**config.mk**
```make
export PLATFORM = sky130hd
export DESIGN_NAME = kim_mem_access_ctrl
export DESIGN_NICKNAME = d
export VERILOG_FILES = /design/src/rtl/kim_mem_access_ctrl.sv
export SDC_FILE = /design/constraint.sdc
export NUM_CORES = 1
export LEC_CHECK = 0
export ABC_AREA = 1
export BUFFER_PORTS_ARGS = -buffer_cell sky130_fd_sc_hd__buf_2
export CAP_MARGIN = 25
export CORE_ASPECT_RATIO = 1.25
export CORE_MARGIN = 2
export CORE_UTILIZATION = 30
export CTS_CLUSTER_DIAMETER = 60
export DETAILED_ROUTE_END_ITERATION = 7
export GPL_TIMING_DRIVEN = 0
export MAX_ROUTING_LAYER = met4
export PLACE_DENSITY_LB_ADDON = 0.12
export SLEW_MARGIN = 30
export SYNTH_ARGS = -nofsm -noshare
export SYNTH_HDL_FRONTEND = slang
export SYNTH_SLANG_ARGS = --single-unit
```
**constraint.sdc**
```tcl
create_clock -name clk -period 2.8 [get_ports clk]
set_input_delay 0.7 -clock clk [delete_from_list [all_inputs] [get_ports clk]]
set_output_delay 0.7 -clock clk [all_outputs]
set_load 0.01 [all_outputs]
```
**src/rtl/kim_mem_access_ctrl.sv**
```systemverilog
// MEM-stage data-memory access controller: turns an EX/MEM load/store into a
// req/ack transaction, stalling the pipeline until ack or timeout.
module kim_mem_access_ctrl #(
  parameter int DATA_WIDTH     = 32,
  parameter int ADDR_WIDTH     = 32,
  parameter int TIMEOUT_CYCLES = 15
) (
  input  logic                  clk,
  input  logic                  rstn,
  input  logic                  MemtoReg_reg,
  input  logic                  MemWrite_reg,
  input  logic [ADDR_WIDTH-1:0] alu_result_reg,
  input  logic [DATA_WIDTH-1:0] w_data_to_mem_reg,
  output logic                  mem_req,
  output logic                  mem_we,
  output logic [ADDR_WIDTH-1:0] mem_addr,
  output logic [DATA_WIDTH-1:0] mem_wdata,
  input  logic                  mem_ack,
  input  logic [DATA_WIDTH-1:0] mem_rdata,
  output logic                  pipe_stall,
  output logic [DATA_WIDTH-1:0] load_data,
  output logic                  load_valid,
  output logic                  bus_err,
  output logic [15:0]           stall_cnt
);

  typedef enum logic [1:0] {IDLE, WAIT, DONE} state_t;

  localparam logic [7:0] WAIT_LAST = 8'(TIMEOUT_CYCLES - 1);

  state_t     state_reg, state_next;
  logic [7:0] wait_cnt_reg;
  logic       access;
  logic       timeout_hit;
  logic       start;
  logic       finish_ack;
  logic       finish_to;

  assign access      = MemtoReg_reg | MemWrite_reg;
  assign timeout_hit = (wait_cnt_reg == WAIT_LAST);
  // mem_we is held after the transaction, so it still tags the access in DONE
  assign load_valid  = (state_reg == DONE) & ~mem_we;

  always_ff @(posedge clk or negedge rstn) begin
    if (!rstn) state_reg <= IDLE;
    else       state_reg <= state_next;
  end

  always_comb begin
    state_next = state_reg;
    pipe_stall = 1'b0;
    start      = 1'b0;
    finish_ack = 1'b0;
    finish_to  = 1'b0;
    case (state_reg)
      IDLE: begin
        if (access) begin
          pipe_stall = 1'b1;
          start      = 1'b1;
          state_next = WAIT;
        end
      end
      WAIT: begin
        pipe_stall = 1'b1;
        if (mem_ack) begin
          finish_ack = 1'b1;
          state_next = DONE;
        end else if (timeout_hit) begin
          finish_to  = 1'b1;
          state_next = DONE;
        end
      end
      DONE:    state_next = IDLE;
      default: state_next = IDLE;
    endcase
  end

  always_ff @(posedge clk or negedge rstn) begin
    if (!rstn) begin
      mem_req      <= 1'b0;
      mem_we       <= 1'b0;
      mem_addr     <= '0;
      mem_wdata    <= '0;
      load_data    <= '0;
      bus_err      <= 1'b0;
      wait_cnt_reg <= '0;
    end else begin
      if (start) begin
        mem_req      <= 1'b1;
        mem_we       <= MemWrite_reg;
        mem_addr     <= alu_result_reg;
        mem_wdata    <= w_data_to_mem_reg;
        wait_cnt_reg <= '0;
        // simultaneous read+write runs as a store but is flagged
        if (MemtoReg_reg && MemWrite_reg) bus_err <= 1'b1;
      end
      if (finish_ack) begin
        mem_req <= 1'b0;
        if (!mem_we) load_data <= mem_rdata;
      end
      if (finish_to) begin
        mem_req <= 1'b0;
        bus_err <= 1'b1;
        if (!mem_we) load_data <= '0;
      end
      if (state_reg == WAIT && !mem_ack && !timeout_hit)
        wait_cnt_reg <= wait_cnt_reg + 8'd1;
    end
  end

  always_ff @(posedge clk or negedge rstn) begin
    if (!rstn)
      stall_cnt <= '0;
    else if (pipe_stall && stall_cnt != 16'hFFFF)
      stall_cnt <= stall_cnt + 16'd1;
  end

endmodule

```
==> results.md <==
- Outcome: finished clean
- Post-CTS setup buffer count: 0
- Final RePlAce weighted congestion: ~0.8
- Number of enable-type register cells in the synthesized netlist: 0
- Clock edge transition at the registers on the reported setup and hold paths: about 0.06 ns
- Initial cell density of the core: 0.308
- Clock latency at the later pin of the worst-skew pair: between 0.4 and 0.5 ns
- First-pass GRT wire length: 23,400 um
- Portion of the clock cycle consumed by the worst path in the final layout: 0.794
- Total Power: between 0.007 and 0.008 W
- Headroom to the max-slew limit: 0.706
- Final routed DRC violation total: 0
- Core area: about 0.018 mm^2
- Count of fill cells added during filler insertion: between 1,500 and 2,000
- RSZ-0062 raised after global routing: no
- Crit path time final: about 2.2 ns
- Slew of the pin with the lowest slew margin: roughly 0.44 ns
- Leading cell types in the layout, fill and taps excluded: sky130_fd_sc_hd__nand2_1 (339), sky130_fd_sc_hd__buf_2 (222), sky130_fd_sc_hd__dfrtp_1 (125)
- Post-route worst setup slack: about 0.58 ns
- Total I/O pin count: between 200 and 250
- Average vias per placed instance: 4.29
- Area of all sequential standard cells: 0.00313 mm^2
- Initial antenna violation count: 0
- Worst Path Arrival: around 1.5 ns
- Die Span X: ~120 um
- Count of yosys warnings during synthesis: 0
- Biggest cell delay along the critical path: around 0.31 ns
- Number of antenna cells inserted: 0
- Setup Total Neg Slack: 0 ns
- Logic pwr share: 0.367
- Largest clock skew in the final design: a little over 0.01 ns
- Critical Path, Cell by Cell: buf_2 > o21ai_4 > nand2_2 > buf_2
- Via count of the first global-routing pass: around 4,700
- Layout overhead on the synthesized area: 36.1%
- Final-report max-slew violation count: 0
- Cell internal power dissipation: 0.00486 W
- CTS tree: built
- Post-synthesis sequential area ratio: 0.578
- First-pass detailed-route iteration total: 4
- Largest net degree at the start of global routing: 71
- Inserted Clock Buffers: 17
- Std-Cell Rows: 54
- Share of the core filled with cells in the final layout: 0.419
- Post-CTS Resized: 0
- Longest Clk Path Bufs: 2
- Leading cell type in the layout, fill and taps excluded: sky130_fd_sc_hd__nand2_1
- Number of hold violations in the final report: 0
- Hold buffers post-CTS: 0
- Most frequently used flop master after synthesis: sky130_fd_sc_hd__dfrtp_1
- Final setup violation count: 0
- Die outline area: between 0.015 and 0.02 mm^2
- Required arrival time at the worst endpoint: approximately 2.1 ns
- Total global routing track utilization: 0.162
- Post-synthesis register bit count: between 100 and 150
- Dpl ws: 0.508 ns
- Post-detailed-route count of antenna-violating nets: 0
- Share of power burned in the clock network: 0.259
- Combined area of all synthesized cells: roughly 0.0054 mm^2
- Vias after detailed routing: 4,785
- Final net count: ~980
- Fraction of power consumed by sequential logic: 0.374
- Net switching share of the total power: 0.391
- Post-Synthesis Net Count: between 700 and 800
- Number of different library cells in the post-synthesis netlist: 28
- Critical path peak fanout: 8
- Most Frequent Cell on Critical Path: sky130_fd_sc_hd__buf_2
- Global route total overflow: 0
- Crit path launch type: primary input
- Layout cells sized above 1: 0.324
- Number of sinks on the clock net: about 130
- Number of instances in the synthesized netlist: 642
- Cell Pwr Density: ~1100 mW/mm^2
- Maximum clock frequency: about 0.45 GHz
- Max-cap violations: 0
- Net load switching power: ~0.0031 W
- Detailed Route WL: roughly 14,000 um
- Leakage power total: between 4 and 5 nW
- Proportion of synthesized flip-flops having asynchronous set or reset: 1.00
- HP Class: primary input to asynchronous set/reset pin
- Total of buffers placed on input and output ports: roughly 220
- Height of the die: about 150 um
- Estimated wirelength of the detail-placed design: 10,400 um
- Drt first-iter violations: ~190
- Category of the most critical setup path: primary input to output pin
- Detail-routed net length per standard cell: 12.8 um
- CTS root buffer: sky130_fd_sc_hd__clkbuf_16
- Synthesized area divided by synthesized cell count: approximately 8.4 um^2
- Maximum ir drop on the vdd rail: roughly 0.42 mV
- H-tree lvl count: 4
- Critical Path End Type: output pin
- Area occupied by multi-input gates: 0.00201 mm^2
- CP max stage cell: sky130_fd_sc_hd__o21ai_4
kinds of logic after synthesis:
family | Yosys count | share of synthesized area
xor gates and xnor gates | 8 | 0.0130
and+or+nand+nor | 438 | 0.335
adders and majority gates | 3 | 0.00694
AOI/OAI and AO/OA | 15 | 0.0167
DFF | 125 | 0.578
buffers and inverters | 53 | 0.0500
worst paths after layout:
path	end	cells after the start	slack, ns	startpoint
max	pipe_stall	4	0.58	MemWrite_reg
min	stall_cnt[4]	1	0.18	rstn
max reg2reg	stall_cnt[10]	8	1.22	stall_cnt[0]
min reg2reg	mem_addr[8]	2	0.47	mem_addr[8]
max in group asynchronous	asynchronous set/reset pin	2	1.92	rstn
min in group clk	mem_wdata[6]	3	0.47	w_data_to_mem_reg[6]
per-stage QoR:
| step | cells | cell area, um^2 | hold slack (ns) |
|---|---|---|---|
| 5_1_grt | 1116 | 7370 | 0.202 |
| 3_3_place_gp | 1083 | 6780 | 0.458 |
| 3_5_place_dp | 1084 | 6810 | 0.460 |
| 4_1_cts | 1116 | 7370 | 0.197 |
| 2_1_floorplan | 642 | 5410 | 0.404 |
| 6_report | 1116 | 7370 | 0.184 |
Yosys cell counts, types with 2 or more instances:
master | n | area [um^2]
sky130_fd_sc_hd__nand3_2 | 3 | 30.0
sky130_fd_sc_hd__nor2_4 | 3 | 33.8
sky130_fd_sc_hd__nor2_1 | 24 | 90.1
sky130_fd_sc_hd__o21ai_0 | 8 | 40.0
sky130_fd_sc_hd__nand2_2 | 4 | 25.0
sky130_fd_sc_hd__nand3_1 | 49 | 245
sky130_fd_sc_hd__dfrtp_1 | 125 | 3130
sky130_fd_sc_hd__o21ai_1 | 5 | 25.0
sky130_fd_sc_hd__buf_4 | 9 | 67.6
sky130_fd_sc_hd__nand3b_1 | 2 | 15.0
sky130_fd_sc_hd__nand4_1 | 8 | 50.1
sky130_fd_sc_hd__nor2_2 | 2 | 12.5
sky130_fd_sc_hd__buf_2 | 6 | 30.0
sky130_fd_sc_hd__inv_2 | 3 | 11.3
sky130_fd_sc_hd__nand2_1 | 339 | 1270
sky130_fd_sc_hd__xnor2_1 | 7 | 61.3
sky130_fd_sc_hd__buf_6 | 4 | 45.0
sky130_fd_sc_hd__inv_1 | 25 | 93.8
sky130_fd_sc_hd__clkbuf_1 | 5 | 18.8
sky130_fd_sc_hd__ha_1 | 3 | 37.5
final cells by class:
class | instances | area share
multi-input combinational | 464 | 0.273
clock inverter | 15 | 0.0172
inverter | 29 | 0.0148
timing repair buffer | 218 | 0.153
sequential | 125 | 0.425
clock buffer | 17 | 0.0578
buffer | 24 | 0.0219
tap | 224 | 0.0380
worst max-delay path: cells and delay by family:
kind	cells	cell delay, ns
simple gates	1	0.20
buf+inv	2	0.32
compound gates	1	0.31
power groups by stage:
| stage | combinational, W | sequential (W) | clock [W] |
|---|---|---|---|
| 3_5_place_dp | 0.00303 | 0.00300 | 0 |
| 5_1_grt | 0.00337 | 0.00310 | 0.00224 |
| 3_3_place_gp | 0.00300 | 0.00300 | 0 |
| 4_1_cts | 0.00302 | 0.00299 | 0.00215 |
| 6_report | 0.00294 | 0.00299 | 0.00207 |
| 2_1_floorplan | 0.00138 | 0.00333 | 0 |
routing by layer:
layer,global-route usage,vias to the layer above,part of all wire
li1,-,2465,-
met5,-,-,0
met3,0.0449,16,0.056
met2,0.253,164,0.48
met4,0.0572,0,0.015
met1,0.202,2140,0.45
No activity file was read; power rests on OpenSTA's default activity.
